==> config.mk <==
export PLATFORM = sky130hd
export DESIGN_NAME = bsg_cache_amo_exec
export DESIGN_NICKNAME = d
export VERILOG_FILES = /design/src/rtl/bsg_cache_amo_exec_pkg.sv /design/src/rtl/bsg_cache_amo_alu.sv /design/src/rtl/bsg_cache_amo_exec.sv
export SDC_FILE = /design/constraint.sdc
export NUM_CORES = 1
export LEC_CHECK = 0
export ABC_AREA = 1
export BUFFER_PORTS_ARGS = -buffer_cell sky130_fd_sc_hd__buf_2
export CORE_MARGIN = 1
export CORE_UTILIZATION = 40
export DETAILED_ROUTE_END_ITERATION = 10
export GPL_TIMING_DRIVEN = 0
export PLACE_DENSITY_LB_ADDON = 0.05
export SLEW_MARGIN = 5
export SYNTH_ARGS = -nofsm -noshare
export SYNTH_HDL_FRONTEND = slang
export SYNTH_HIERARCHICAL = 1
export SYNTH_SLANG_ARGS = --single-unit
==> constraint.sdc <==
create_clock -name clk_i -period 10.1 [get_ports clk_i]
set_input_delay 0.505 -clock clk_i [delete_from_list [all_inputs] [get_ports clk_i]]
set_output_delay 0.505 -clock clk_i [all_outputs]
set_load 0.01 [all_outputs]
==> src/rtl/bsg_cache_amo_exec_pkg.sv <==
// Shared types and constants for the cache AMO execution path: opcodes,
// AMO sub-operations, operand size, support-level masks and a legality helper.
package bsg_cache_amo_exec_pkg;

  typedef enum logic [5:0] {
    LB        = 6'b000000,
    LH        = 6'b000001,
    LW        = 6'b000010,
    LD        = 6'b000011,
    LBU       = 6'b000100,
    LHU       = 6'b000101,
    LWU       = 6'b000110,
    LDU       = 6'b000111,
    SB        = 6'b001000,
    SH        = 6'b001001,
    SW        = 6'b001010,
    SD        = 6'b001011,
    AMOSWAP_W = 6'b100000,
    AMOADD_W  = 6'b100001,
    AMOXOR_W  = 6'b100010,
    AMOAND_W  = 6'b100011,
    AMOOR_W   = 6'b100100,
    AMOMIN_W  = 6'b100101,
    AMOMAX_W  = 6'b100110,
    AMOMINU_W = 6'b100111,
    AMOMAXU_W = 6'b101000,
    AMOSWAP_D = 6'b110000,
    AMOADD_D  = 6'b110001,
    AMOXOR_D  = 6'b110010,
    AMOAND_D  = 6'b110011,
    AMOOR_D   = 6'b110100,
    AMOMIN_D  = 6'b110101,
    AMOMAX_D  = 6'b110110,
    AMOMINU_D = 6'b110111,
    AMOMAXU_D = 6'b111000
  } bsg_cache_opcode_e;

  typedef enum logic [3:0] {
    e_cache_amo_swap = 4'd0,
    e_cache_amo_add  = 4'd1,
    e_cache_amo_xor  = 4'd2,
    e_cache_amo_and  = 4'd3,
    e_cache_amo_or   = 4'd4,
    e_cache_amo_min  = 4'd5,
    e_cache_amo_max  = 4'd6,
    e_cache_amo_minu = 4'd7,
    e_cache_amo_maxu = 4'd8
  } bsg_cache_amo_subop_e;

  typedef enum logic {
    e_amo_w = 1'b0,
    e_amo_d = 1'b1
  } bsg_cache_amo_size_e;

  localparam logic [8:0] amo_support_level_none_lp       = 9'b0_0000_0000;
  localparam logic [8:0] amo_support_level_swap_lp       = 9'b0_0000_0001;
  localparam logic [8:0] amo_support_level_logical_lp    = 9'b0_0001_1101;
  localparam logic [8:0] amo_support_level_arithmetic_lp = 9'b1_1111_1111;

  // Sub-op codes above maxu fall into the zero padding and are never legal.
  function automatic logic amo_subop_legal(input logic [3:0] subop, input logic [8:0] support);
    logic [15:0] padded;
    padded = {7'b0, support};
    return padded[subop];
  endfunction

endpackage

==> src/rtl/bsg_cache_amo_alu.sv <==
// Combinational AMO arithmetic: computes the value written back to memory
// from the old memory value and the request operand.
module bsg_cache_amo_alu
  import bsg_cache_amo_exec_pkg::*;
#(
  parameter int width_p = 64
) (
  input  logic [3:0]         subop,
  input  logic [width_p-1:0] old,
  input  logic [width_p-1:0] operand,
  output logic [width_p-1:0] new_data
);

  // Sub-op select; on equal compare the old value is kept.
  always_comb begin
    new_data = operand;
    case (subop)
      e_cache_amo_swap: new_data = operand;
      e_cache_amo_add:  new_data = old + operand;
      e_cache_amo_xor:  new_data = old ^ operand;
      e_cache_amo_and:  new_data = old & operand;
      e_cache_amo_or:   new_data = old | operand;
      e_cache_amo_min:  new_data = ($signed(operand) < $signed(old)) ? operand : old;
      e_cache_amo_max:  new_data = ($signed(old) < $signed(operand)) ? operand : old;
      e_cache_amo_minu: new_data = (operand < old) ? operand : old;
      e_cache_amo_maxu: new_data = (old < operand) ? operand : old;
      default:          new_data = operand;
    endcase
  end

endmodule

==> src/rtl/bsg_cache_amo_exec.sv <==
// Two-stage AMO execution engine. Stage 1 holds the request; the result is
// computed against mem_data_i (or the stage-2 write for a same-word follower)
// and registered into stage 2, which drives the outputs until yumi_i.
module bsg_cache_amo_exec
  import bsg_cache_amo_exec_pkg::*;
#(
  parameter int         data_width_p  = 64,
  parameter int         addr_width_p  = 32,
  parameter logic [8:0] amo_support_p = amo_support_level_arithmetic_lp
) (
  input  logic                      clk_i,
  input  logic                      reset_i,
  input  logic                      v_i,
  output logic                      ready_and_o,
  input  logic [5:0]                opcode_i,
  input  logic [addr_width_p-1:0]   addr_i,
  input  logic [data_width_p-1:0]   operand_i,
  input  logic [data_width_p-1:0]   mem_data_i,
  output logic                      v_o,
  input  logic                      yumi_i,
  output logic [data_width_p-1:0]   result_o,
  output logic [data_width_p-1:0]   wdata_o,
  output logic [data_width_p/8-1:0] wmask_o,
  output logic                      err_o
);

  localparam int mask_width_lp = data_width_p / 8;
  localparam int word_lsb_lp   = $clog2(mask_width_lp);
  localparam int word_width_lp = addr_width_p - word_lsb_lp;

  logic                      s1_v, s2_v, s2_adv, accept;
  logic [5:0]                s1_opcode;
  logic [addr_width_p-1:0]   s1_addr;
  logic [data_width_p-1:0]   s1_operand;
  logic                      s2_err;
  logic [data_width_p-1:0]   s2_result, s2_wdata;
  logic [mask_width_lp-1:0]  s2_wmask;
  logic [word_width_lp-1:0]  s1_word, s2_word;

  logic                      fwd, is_d, legal, lane_hi, zext;
  logic [3:0]                subop;
  bsg_cache_amo_size_e       size;
  logic [data_width_p-1:0]   eff;
  logic [63:0]               eff64, operand64, alu_old, alu_operand, new64, res64, wd64;
  logic [31:0]               old32, op32;
  logic [7:0]                mask8;
  logic                      unused_addr_bits;

  assign s2_adv      = s1_v & (~s2_v | yumi_i);
  assign ready_and_o = ~s1_v | s2_adv;
  assign accept      = v_i & ready_and_o;

  assign s1_word = s1_addr[addr_width_p-1:word_lsb_lp];
  assign fwd     = s2_v & ~s2_err & yumi_i & (s1_word == s2_word);

  assign subop   = s1_opcode[3:0];
  assign size    = bsg_cache_amo_size_e'(s1_opcode[4]);
  assign is_d    = (size == e_amo_d);
  assign legal   = s1_opcode[5] & amo_subop_legal(subop, amo_support_p)
                   & ~(is_d & (data_width_p == 32));
  assign lane_hi = (data_width_p == 64) & s1_addr[2] & ~is_d;
  assign zext    = (subop == e_cache_amo_minu) | (subop == e_cache_amo_maxu);
  assign unused_addr_bits = ^s1_addr[1:0];

  // Effective old word: bytes just written by the departing stage-2 op win.
  always_comb begin
    eff = mem_data_i;
    for (int b = 0; b < mask_width_lp; b++) begin
      if (fwd & s2_wmask[b]) eff[8*b +: 8] = s2_wdata[8*b +: 8];
    end
  end

  // Lane extraction and 32-bit widening; unsigned compares need zero-extension.
  always_comb begin
    eff64       = 64'(eff);
    operand64   = 64'(s1_operand);
    old32       = lane_hi ? eff64[63:32] : eff64[31:0];
    op32        = operand64[31:0];
    alu_old     = is_d ? eff64 : (zext ? {32'b0, old32} : {{32{old32[31]}}, old32});
    alu_operand = is_d ? operand64 : (zext ? {32'b0, op32} : {{32{op32[31]}}, op32});
    res64       = is_d ? eff64 : {{32{old32[31]}}, old32};
    wd64        = is_d ? new64 : {new64[31:0], new64[31:0]};
    mask8       = is_d ? 8'hFF : (lane_hi ? 8'hF0 : 8'h0F);
  end

  bsg_cache_amo_alu #(.width_p(64)) alu (
    .subop    (subop),
    .old      (alu_old),
    .operand  (alu_operand),
    .new_data (new64)
  );

  // Stage 1: capture an accepted request, empty when it moves to stage 2.
  always_ff @(posedge clk_i or posedge reset_i) begin
    if (reset_i) begin
      s1_v       <= 1'b0;
      s1_opcode  <= '0;
      s1_addr    <= '0;
      s1_operand <= '0;
    end else if (accept) begin
      s1_v       <= 1'b1;
      s1_opcode  <= opcode_i;
      s1_addr    <= addr_i;
      s1_operand <= operand_i;
    end else if (s2_adv) begin
      s1_v       <= 1'b0;
    end
  end

  // Stage 2: register computed outputs; hold until the consumer takes them.
  always_ff @(posedge clk_i or posedge reset_i) begin
    if (reset_i) begin
      s2_v      <= 1'b0;
      s2_err    <= 1'b0;
      s2_result <= '0;
      s2_wdata  <= '0;
      s2_wmask  <= '0;
      s2_word   <= '0;
    end else if (s2_adv) begin
      s2_v      <= 1'b1;
      s2_err    <= ~legal;
      s2_result <= legal ? data_width_p'(res64) : '0;
      s2_wdata  <= legal ? data_width_p'(wd64) : '0;
      s2_wmask  <= legal ? mask_width_lp'(mask8) : '0;
      s2_word   <= s1_word;
    end else if (yumi_i) begin
      s2_v      <= 1'b0;
    end
  end

  assign v_o      = s2_v;
  assign err_o    = s2_err;
  assign result_o = s2_result;
  assign wdata_o  = s2_wdata;
  assign wmask_o  = s2_wmask;

endmodule
# Yosys cells after proc, flatten, opt, wreduce, memory -nomap -nowiden

Memories as Yosys holds them, arrays and structs flattened.
Cells that the tools add are included.
W data, S select, Z words.

Bits in read-only memories: 16
Word-level logic and storage cells: 84
Bits in registers: 270
Memories: 1

$add $sub $neg: 1
Reduce and logical (&&, ||, !) cells: 2
Mux-type cells: 30
Equality and inequality tests: 9
$lt $le $gt $ge: 5
Bitwise operators: 26

Memories:

| name            | words | width | read ports | clocked after Yosys merged registers in | wr ports | RTL line                     | text |
|---|---|---|---|---|---|---|---|
| (no name shown) | 16    | 1     | 1          | 0                                       | 0        | bsg_cache_amo_exec_pkg.sv:64 | `return padded[subop];` |

Operator list:

| cell                 | number |
|---|---|
| $mux W64             | 12 |
| $pmux W64 S8         | 1 |
| $lt A64 B64 Y1       | 4 |
| $mux W8              | 11 |
| $add A64 B64 Y64     | 1 |
| $and A64 B64 Y64     | 1 |
| $or A64 B64 Y64      | 1 |
| $xor A64 B64 Y64     | 1 |
| $mux W32             | 1 |
| $eq A29 B29 Y1       | 1 |
| $eq A4 B3 Y1 const B | 4 |
| $and A1 B1 Y1        | 15 |
| $eq A4 B2 Y1 const B | 2 |
| $lt A4 B5 Y1 const B | 1 |
| $mux W1              | 5 |
| $not A1 Y1           | 5 |
| $eq A4 B1 Y1 const B | 1 |
| $eq A4 B4 Y1 const B | 1 |
| $reduce_bool A2 Y1   | 2 |
| $or A1 B1 Y1         | 3 |

# Depth between registers and ports, before layout

Gate-level depths: netlist of the first run.

Word-level depth: 14
Mapped depth: 41
Gate-level depth less buffers: 38

# Cells and area by module

The synthesis of the first run kept the hierarchy.

Modules (own cells, without submodules):

| module             | area an instance (um^2) | instances | cells an instance |
|---|---|---|---|
| bsg_cache_amo_alu  | 14196.1                 | 1         | 2685 |
| bsg_cache_amo_exec | 12908.6                 | 1         | 1611 |

# Worst setup path before layout of the first run

Ideal clock, no wire load.

Kind: input to register
Start point: in yumi_i
End point: reg s2_wdata[48] (netlist: wdata_o[48])
Path buffers: 5
Path slack: 5.762 ns
Arrival time: 4.200 ns
Setup time: 0.138 ns
Stages: 35
Path through: nand3_1 > nor2_1 > nand2_1 > nor2_1 > nand2_1 > nor2_4 > nand2_4 > nand2_2 > nand3_2 > nand2_2 > nand3_2 > buf_6 > nand2_1 > inv_1 > ha_1 > buf_2 > nor2_2 > nand3_1 > nor3_2 > nand4_1 > nor2_2 > o21ai_2 > nand2_2 > buf_6 > inv_2 > buf_4 > buf_6 > o21ai_1 > a21oi_1 > a21oi_1 > nand2_1 > inv_1 > nor2_1 > a21oi_1 > o22ai_1

Cells in the longest elaborated chain, start to end: 12
Elaborated cells on any way between the ends: 38
Classes of those cells: add/sub: 1; order compare: 4; mux: 18; bitwise: 15

Ends and longest elaborated chain:

| item                              | RTL line                  | text |
|---|---|---|
| from (decl)                       | bsg_cache_amo_exec.sv:20  | `input logic yumi_i,` |
| $and A1 B1 Y1 * (2 in a row)      | bsg_cache_amo_exec.sv:54  | `assign fwd = s2_v & ~s2_err & yumi_i & (s1_word == s2_word);` |
| $and A1 B1 Y1                     | bsg_cache_amo_exec.sv:69  | `if (fwd & s2_wmask[b]) eff[8*b +: 8] = s2_wdata[8*b +: 8];` |
| $mux W8                           | bsg_cache_amo_exec.sv:69  |  |
| $mux W32                          | bsg_cache_amo_exec.sv:77  | `old32 = lane_hi ? eff64[63:32] : eff64[31:0];` |
| $mux W64                          | bsg_cache_amo_exec.sv:79  | `alu_old = is_d ? eff64 : (zext ? {32'b0, old32} : {{32{old32[31]}}, old32});` |
| $mux W64 *                        | bsg_cache_amo_exec.sv:79  |  |
| via alu_old[31]                   | bsg_cache_amo_exec.sv:44  | `logic [63:0] eff64, operand64, alu_old, alu_operand, new64, res64, wd64;` |
| $lt A64 B64 Y1 (on tied branches) | -                         |  |
| $mux W64 (on tied branches)       | -                         |  |
| $pmux W64 S8 *                    | bsg_cache_amo_alu.sv:17   | `case (subop)` |
| via new64[16]                     | bsg_cache_amo_exec.sv:44  |  |
| $mux W64 *                        | bsg_cache_amo_exec.sv:82  | `wd64 = is_d ? new64 : {new64[31:0], new64[31:0]};` |
| $mux W64 *                        | bsg_cache_amo_exec.sv:123 | `s2_wdata <= legal ? data_width_p'(wd64) : '0;` |
| to (signal assigned)              | bsg_cache_amo_exec.sv:123 |  |
| to (decl)                         | bsg_cache_amo_exec.sv:36  | `logic [data_width_p-1:0] s2_result, s2_wdata;` |

The timed path passes the listed nets; every way through them passes the cells marked *.
A chain may end at the register's enable or synchronous reset.

# Final worst setup path of the first run

Start point: reg s2_err (netlist: err_o)
End point: reg s2_wdata[53] (netlist: wdata_o[53])

Cells in the longest elaborated chain, start to end: 14
Elaborated cells on any way between the ends: 38
Classes of those cells: add/sub: 1; order compare: 4; mux: 18; bitwise: 15

Ends and longest elaborated chain:

| item                              | RTL line                  | text |
|---|---|---|
| from (decl)                       | bsg_cache_amo_exec.sv:35  | `logic s2_err;` |
| from (signal assigned)            | bsg_cache_amo_exec.sv:121 | `s2_err <= ~legal;` |
| $not A1 Y1 *                      | bsg_cache_amo_exec.sv:54  |  |
| $and A1 B1 Y1 * (3 in a row)      | bsg_cache_amo_exec.sv:54  |  |
| $and A1 B1 Y1                     | bsg_cache_amo_exec.sv:69  |  |
| $mux W8                           | bsg_cache_amo_exec.sv:69  |  |
| $mux W32                          | bsg_cache_amo_exec.sv:77  |  |
| $mux W64                          | bsg_cache_amo_exec.sv:79  |  |
| $mux W64 *                        | bsg_cache_amo_exec.sv:79  |  |
| via alu_old[45]                   | bsg_cache_amo_exec.sv:44  |  |
| $lt A64 B64 Y1 (on tied branches) | -                         |  |
| $mux W64 (on tied branches)       | -                         |  |
| $pmux W64 S8 *                    | bsg_cache_amo_alu.sv:17   |  |
| via new64[53]                     | bsg_cache_amo_exec.sv:44  |  |
| $mux W64 *                        | bsg_cache_amo_exec.sv:82  |  |
| $mux W64 *                        | bsg_cache_amo_exec.sv:123 |  |

Marks and branches as above.

==> results.md, run 1 <==
* PortBufs at 306
* Origin of the worst setup path: err_o$_DFFE_PP0P_
* Hold buffers post-CTS at 1
* Residual DRC at 0
* Hold_sp: operand_i[2]
* Post-route cell area at 30900 um2
* Final Hold Vio Count at 0
* Worst Setup End Kind: flop
* Crit-path max FO at 10
* Clk sink count at 262
* Worst min-delay path class: input pin to flop
* CP top delay family: compound AO/OA/AOI/OAI gates
* Max Transition Viols Final at 7
* Final non-filler cell total at 5537
* Final min period at 7430 ps
* Vias in the first global route at 29.6k
* RSZ-0062 raised after global routing: false
* GP Congestion at 1.05
* Floorplan row count at 95
* Static Leak at 16.3 nW
* Main combinational cell family by area after synthesis: simple AND/OR/NAND/NOR gates
* Largest net degree at the start of global routing at 112
* Routed WL per cell at 27.0 um
* XOR/XNOR Fraction of Synth Area at 0.259%
* Reg-to-reg critical path startpoint: err_o$_DFFE_PP0P_
* P per Cell Area at 224 nW/um2
* Final setup vio count at 0
* #FFs+latches synth at 262
* Post-synthesis cell type count at 56
* Synth Area in Compound Gates at 17.0%
* Dpl cells at 5478
* DP HPWL at 125000 um
* Final net count at 5067
* Cts bufs inserted at 31
* Max Fclk at 135 MHz
* Clock buffer depth at 3
* Crit-path max cell delay at 980 ps
* Drt via density at 5.80
* Post-DRT Antenna Nets at 0
* CTS root buf: clkbuf_16
* WP buf/inv at 5
* Gr usage total at 42.2%
* CP most frequent cell: nand2_1
* Post-Syn Instances at 4296
* Slowest cell on the critical path: o21ai_0
* Status: complete, but fails checks
* Setup TNS at 0 ps
* Post-synth EDFFs at 0
* Setup Fix Bufs, Post-CTS at 0
* Commonest non-fill, non-tap cell in the layout: nand2_1
* Share of layout cells above drive strength 1 at 11.7%
* Cell Area, Placed at 29800 um2
* Most frequent cells in the layout: 1191 x nand2_1, 521 x inv_1, 445 x nor2_1, 344 x buf_2, 341 x a21oi_1
* Starting density of the core at 40.4%
* Initial DRC count at 4200
* Crit path required time at 10540 ps
* CP Data Arrival Time at 7870 ps
* Register area share after synthesis at 24.2%
* Drt total wl at 150000 um
* Adder-cell share of the synthesized area at 11.9%
* CTS tree: yes
* Die area at 68800 um2
* DRT Pass-1 Iters at 6
* Post-cts sizing count at 0
* Async set or reset register ratio after synthesis at 100%
* Number of warnings issued by yosys at 6
* Clk slew on worst S/H paths at 60 ps
* Dominant synthesized flop cell: dfrtp_1
* Violated checks: max-capacitance violations, max-slew violations
* Area growth syn-to-layout at 14.1%
* Mux cell area share after synthesis at 2.65%
* CP startpoint kind: flop
* Util after Layout at 46.0%
* Synth Area in Simple Gates at 33.0%
* DIE HEIGHT at 262 um
* Max Cap Viol at 1
* CTS HTree Levels at 1
* Post-Syn Nets at 4724
* Die W at 262 um
* Maximum vdd ir drop at 188 uV
* Syn Area/Cell at 6.31 um2
* Final Cycle Share at 73.5%
* Worst Max-Slew Pin Slew at 1540 ps
* Cell Area, Synth at 27100 um2
* Worst clock skew at 57.1 ps
* First-pass GRT wire length at 211000 um
* Power, Total at 6.91 mW
* Grt total ovfl at 0
* WS Path Type: flop to flop
* Core box area at 67200 um2
* Clk Latency, worst-skew pair at 630 ps
* Total number of vias at 32.1k
* Initial antenna violation count at 9
* IO Count at 309
* Slew HR at -3.66%
cell usage after synthesis, types with 6 or more instances:
library cell / n / area (um2)
nand2_1: 1191 / 4470
nand4_1: 91 / 569
dfrtp_1: 262 / 6560
buf_1: 18 / 67.6
a21oi_1: 341 / 1710
buf_4: 13 / 97.6
or2_2: 6 / 37.5
buf_6: 16 / 180
buf_2: 38 / 190
o22ai_1: 86 / 538
o21ai_1: 44 / 220
mux2_2: 63 / 709
nor3_1: 17 / 85.1
clkbuf_1: 115 / 432
o21bai_1: 7 / 52.6
nand3_1: 327 / 1640
a21o_1: 14 / 105
o21a_1: 25 / 188
ha_1: 257 / 3220
nand3b_1: 13 / 97.6
a221oi_1: 8 / 70.1
nor2_1: 445 / 1670
a31oi_1: 6 / 37.5
o21ai_0: 249 / 1250
and2_1: 12 / 75.1
nor4_1: 6 / 37.5
inv_1: 522 / 1960
o211ai_1: 27 / 203
nor2_2: 7 / 43.8
path summary, 6_finish.rpt:
path	endpoint	slack, ps	cells after the start
min in group asynchronous	wdata_o[37]$_DFFE_PP0P_	460	3
max in group asynchronous	result_o[53]$_DFFE_PP0P_	8180	5
setup / recovery	wdata_o[53]$_DFFE_PP0P_	2670	28
hold reg to reg	result_o[53]$_DFFE_PP0P_	470	2
hold / removal	operand64[2]$_DFFE_PP0P_	110	2
setup reg to reg	wdata_o[53]$_DFFE_PP0P_	2670	28
state kept, by name, indices dropped and copies added (netlist names):
register / count
operand64: 64
result_o: 64
wdata_o: 64
s1_addr: 30
s2_word: 29
s1_opcode: 6
wmask_o: 2
err_o: 1
s1_v: 1
v_o: 1
logic make-up after synthesis:
logic type,count (synthesis)
buffers and inverters,735
flip-flops,262
adder cells (fa/ha/maj),258
XOR/XNOR,8
AND/OR/NAND/NOR,2137
multiplexers,64
AO/OA/AOI/OAI,832
where the power goes:
part	switching, mW	total, mW	internal [mW]	leakage, nW
sequential	0.236	1.51	1.27	3.28
combinational	3.06	4.18	1.12	12.5
clock	0.493	1.22	0.724	0.542
total	3.79	6.91	3.12	16.3
layer usage:
layer  part of all wire [%]  wire length [um]  vias to the layer above  GRT usage (%)
li1                       -                 -                    14700              -
met1                     43             64200                    15400           59.1
met3                     10             15400                      234           8.05
met5                  0.024                36                        -              0
met4                    4.7              7000                        6           17.1
met2                     42             62900                     1761           63.4
worst register-to-register path: cells and delay by family, from the launching register on:
family	cells	cell delay, ps
AO/OA/AOI/OAI	8	2520
AND/OR/NAND/NOR	14	2500
buffers and inverters	5	1310
adder cells (fa/ha/maj)	1	610
flip-flops	1	380
layout make-up:
cell class,instances,area (um2)
fill,7419,36200
timing repair buffer,310,1610
multi-input combinational,3299,17600
antenna,3,7.51
clock buffer,42,897
clock inverter,13,195
tap,873,1090
inverter,531,2000
buffer,204,987
sequential,262,6560
per-stage QoR:
| stage | setup WS, ps | hold WS (ps) |
|---|---|---|
| floorplan | 2380 | 472 |
| global placement | -1170 | 462 |
| detailed placement | 3040 | 460 |
| CTS | 3150 | 91.2 |
| global route | 2650 | 95.8 |
| finish | 2670 | 109 |
Power figures use the tool's default switching activity.
==> inputs of run 2 (changes only) <==
--- a/config.mk
+++ b/config.mk
@@ -5,7 +5,7 @@
 export SDC_FILE = /design/constraint.sdc
 export NUM_CORES = 1
 export LEC_CHECK = 0
-export ABC_AREA = 1
+export ABC_AREA = 0
 export BUFFER_PORTS_ARGS = -buffer_cell sky130_fd_sc_hd__buf_2
 export CORE_MARGIN = 1
 export CORE_UTILIZATION = 40
==> constraint.sdc (replaced) <==
create_clock -name clk_i -period 6.4 [get_ports clk_i]
set_input_delay 0.32 -clock clk_i [delete_from_list [all_inputs] [get_ports clk_i]]
set_output_delay 0.32 -clock clk_i [all_outputs]
set_load 0.01 [all_outputs]
==> results.md, run 2 <==
* Initial antenna violation count at 0
* Worst Max-Slew Pin Slew at 1360 ps
* Crit-path max FO at 10
* Clk Latency, worst-skew pair at 620 ps
* Clk sink count at 262
* IO Count at 309
* Grt total ovfl at 0
* Total number of vias at 21.9k
* Area growth syn-to-layout at 26.3%
* First-pass GRT wire length at 144000 um
* Max Fclk at 158 MHz
* Setup TNS at 0 ps
* Maximum vdd ir drop at 229 uV
* Reg-to-reg critical path startpoint: s1_addr[20]$_DFFE_PP0P_
* R2R depth at 27
* Power, Total at 9.11 mW
* Post-synth top cells: 299 x nand2_1, 262 x dfrtp_1, 257 x ha_1, 174 x inv_1, 173 x o21ai_0
* PortBufs at 306
* Switch share at 45.9%
* Crit-path max cell delay at 410 ps
* Net Sw Power at 4.18 mW
* #FFs+latches synth at 262
* Commonest non-fill, non-tap cell in the layout: buf_2
* Final Hold Vio Count at 0
* Status: finished, final reports clean
* RSZ-0062 raised after global routing: true
* Max Cap Viol at 0
* Static Leak at 13.8 nW
* Clk slew on worst S/H paths at 60 ps
* Register area share after synthesis at 29.1%
* Util after Layout at 51.4%
* DRT Pass-1 Iters at 8
* Share of layout cells above drive strength 1 at 25.4%
* Worst min-delay path class: input pin to flop
* Final setup vio count at 0
* Gr usage total at 34.1%
* Share of the synthesized area in the top cell type at 29.1%
* Clock buffer depth at 3
* Routed WL per cell at 26.5 um
* Dominant synthesized flop cell: dfrtp_1
* Final min period at 6310 ps
* Hold_sp: yumi_i
* Floorplan row count at 86
* Top-count cell post-synth: nand2_1
* Seq pwr share at 24.6%
* CTS root buf: clkbuf_16
* Synth area leaders: dfrtp_1 29%, ha_1 14%, mux2_2 5.2%
* Starting density of the core at 40.7%
* Most frequent cells in the layout: 323 x buf_2, 296 x nand2_1, 262 x dfrtp_1, 245 x ha_1, 172 x inv_1
* CP startpoint kind: flop
* Final Cycle Share at 98.7%
* Slowest cell on the critical path: mux2_4
* Vias in the first global route at 21.4k
* Initial DRC count at 1775
* DIE HEIGHT at 239 um
* CP Data Arrival Time at 6800 ps
* Hold Crit Depth at 3
* CTS tree: yes
* Post-synth EDFFs at 0
* Core box area at 55400 um2
* Post-synthesis cell type count at 77
* WS Path Type: flop to flop
* Largest net degree at the start of global routing at 39
* Slew HR at 9.39%
* DP HPWL at 77800 um
* Crit path required time at 6880 ps
* Origin of the worst setup path: s1_addr[20]$_DFFE_PP0P_
* Syn Area/Cell at 9.01 um2
* Cts bufs inserted at 31
* P per Cell Area at 320 nW/um2
* GP Congestion at 0.995
* Max Transition Viols Final at 0
* Residual DRC at 0
* Drt via density at 5.85
* Clock Power Share at 20.8%
* Reg2reg setup slack at 90 ps
* Async set or reset register ratio after synthesis at 100%
* Worst Hold Path EP: v_o$_DFFE_PP0P_
* Logic pwr share at 54.6%
* Die area at 57300 um2
* Post-Syn Nets at 2932
* Worst clock skew at 18.6 ps
* Cell taking the most area after synthesis: dfrtp_1
* Number of warnings issued by yosys at 6
* Reg-to-Reg End: wdata_o[60]$_DFFE_PP0P_
* CTS HTree Levels at 1
* Die W at 239 um
* Post-DRT Antenna Nets at 0
* Post-Syn Instances at 2504
* Worst Setup End Kind: flop
* Cell Area, Synth at 22600 um2
* Drt total wl at 99600 um
* Final net count at 3406
* Internal power at 4.93 mW
==> run 2: power groups by stage <==
stage	clock [mW]	sequential [mW]	combinational, mW
floorplan	0	2.25	2.75
global placement	0	2.25	4.32
detailed placement	0	2.26	4.36
CTS	1.93	2.24	4.59
global route	2.00	2.27	5.32
finish	1.90	2.24	4.98
==> run 2: cells by family (layout without fill, tap and decap cells) <==
family / after synthesis / count (layout) / share of synthesized area [%]
AOI/OAI and AO/OA: 726 / 726 / 22.5
and+or+nand+nor: 611 / 611 / 12.7
buffers and inverters: 353 / 852 / 6.61
DFF: 262 / 262 / 29.1
adders and majority gates: 258 / 258 / 14.3
muxes: 233 / 233 / 12.4
xor gates and xnor gates: 61 / 61 / 2.37
other: 0 / 1 / 0
==> run 2: what timing repair did <==
| action | 4_1_cts | 5_1_grt |
|---|---|---|
| hold buffers | 102 | 0 |
| hold endpoints to repair | 117 | 0 |
| gates cloned | 0 | 1 |
| gates resized for setup | 94 | 133 |
| setup buffers | 16 | 23 |
| setup endpoints to repair | 64 | 62 |
| pin swaps | 16 | 34 |
==> run 2: worst max path at each step <==
stage	end	slack, ps	depth (start not counted)
floorplan	wdata_o[60]$_DFFE_PP0P_	1230	23
global placement	wdata_o[49]$_DFFE_PP0P_	-1390	24
detailed placement	wdata_o[34]$_DFFE_PP0P_	-1330	21
CTS	wdata_o[60]$_DFFE_PP0P_	0.1	26
global route	wdata_o[55]$_DFFE_PP0P_	-80	26
finish	wdata_o[60]$_DFFE_PP0P_	90	27
==> run 2: through the flow <==
stage          setup WS, ps  instance area, um2  hold slack [ps]  std cells
3_5_place_dp          -1330               25200              351       3565
4_1_cts               0.124               27800             1.16       3735
3_3_place_gp          -1390               25000              478       3558
5_1_grt               -76.4               28500             38.9       3751
2_1_floorplan          1230               22600              428       2504
6_report               86.2               28500             32.3       3752
==> run 2: per-layer routing <==
layer	GRT usage, %	wire [um]	up-vias
met5	0	0	-
met4	8.82	2930	0
met3	4.69	5980	136
met2	55.9	45900	745
met1	47.0	44800	11100
li1	-	-	9956
==> run 2: critical path, delay by kind of cell, from the launching register on <==
family	cells	cell delay [ps]
compound gates	5	1000
xor+xnor	1	200
fa+ha+maj	1	340
buf+inv	7	1160
flops	1	400
mux	3	930
simple gates	10	2120
==> run 2: area by class of cell <==
type	count	area (um2)
Antenna cell	1	2.50
Buffer	165	915
Clock buffer	50	957
Clock inverter	8	126
Fill cell	5293	26900
Inverter	174	657
Multi-Input combinational cell	1889	15300
Sequential cell	262	6560
Tap cell	748	936
Timing Repair Buffer	455	3050
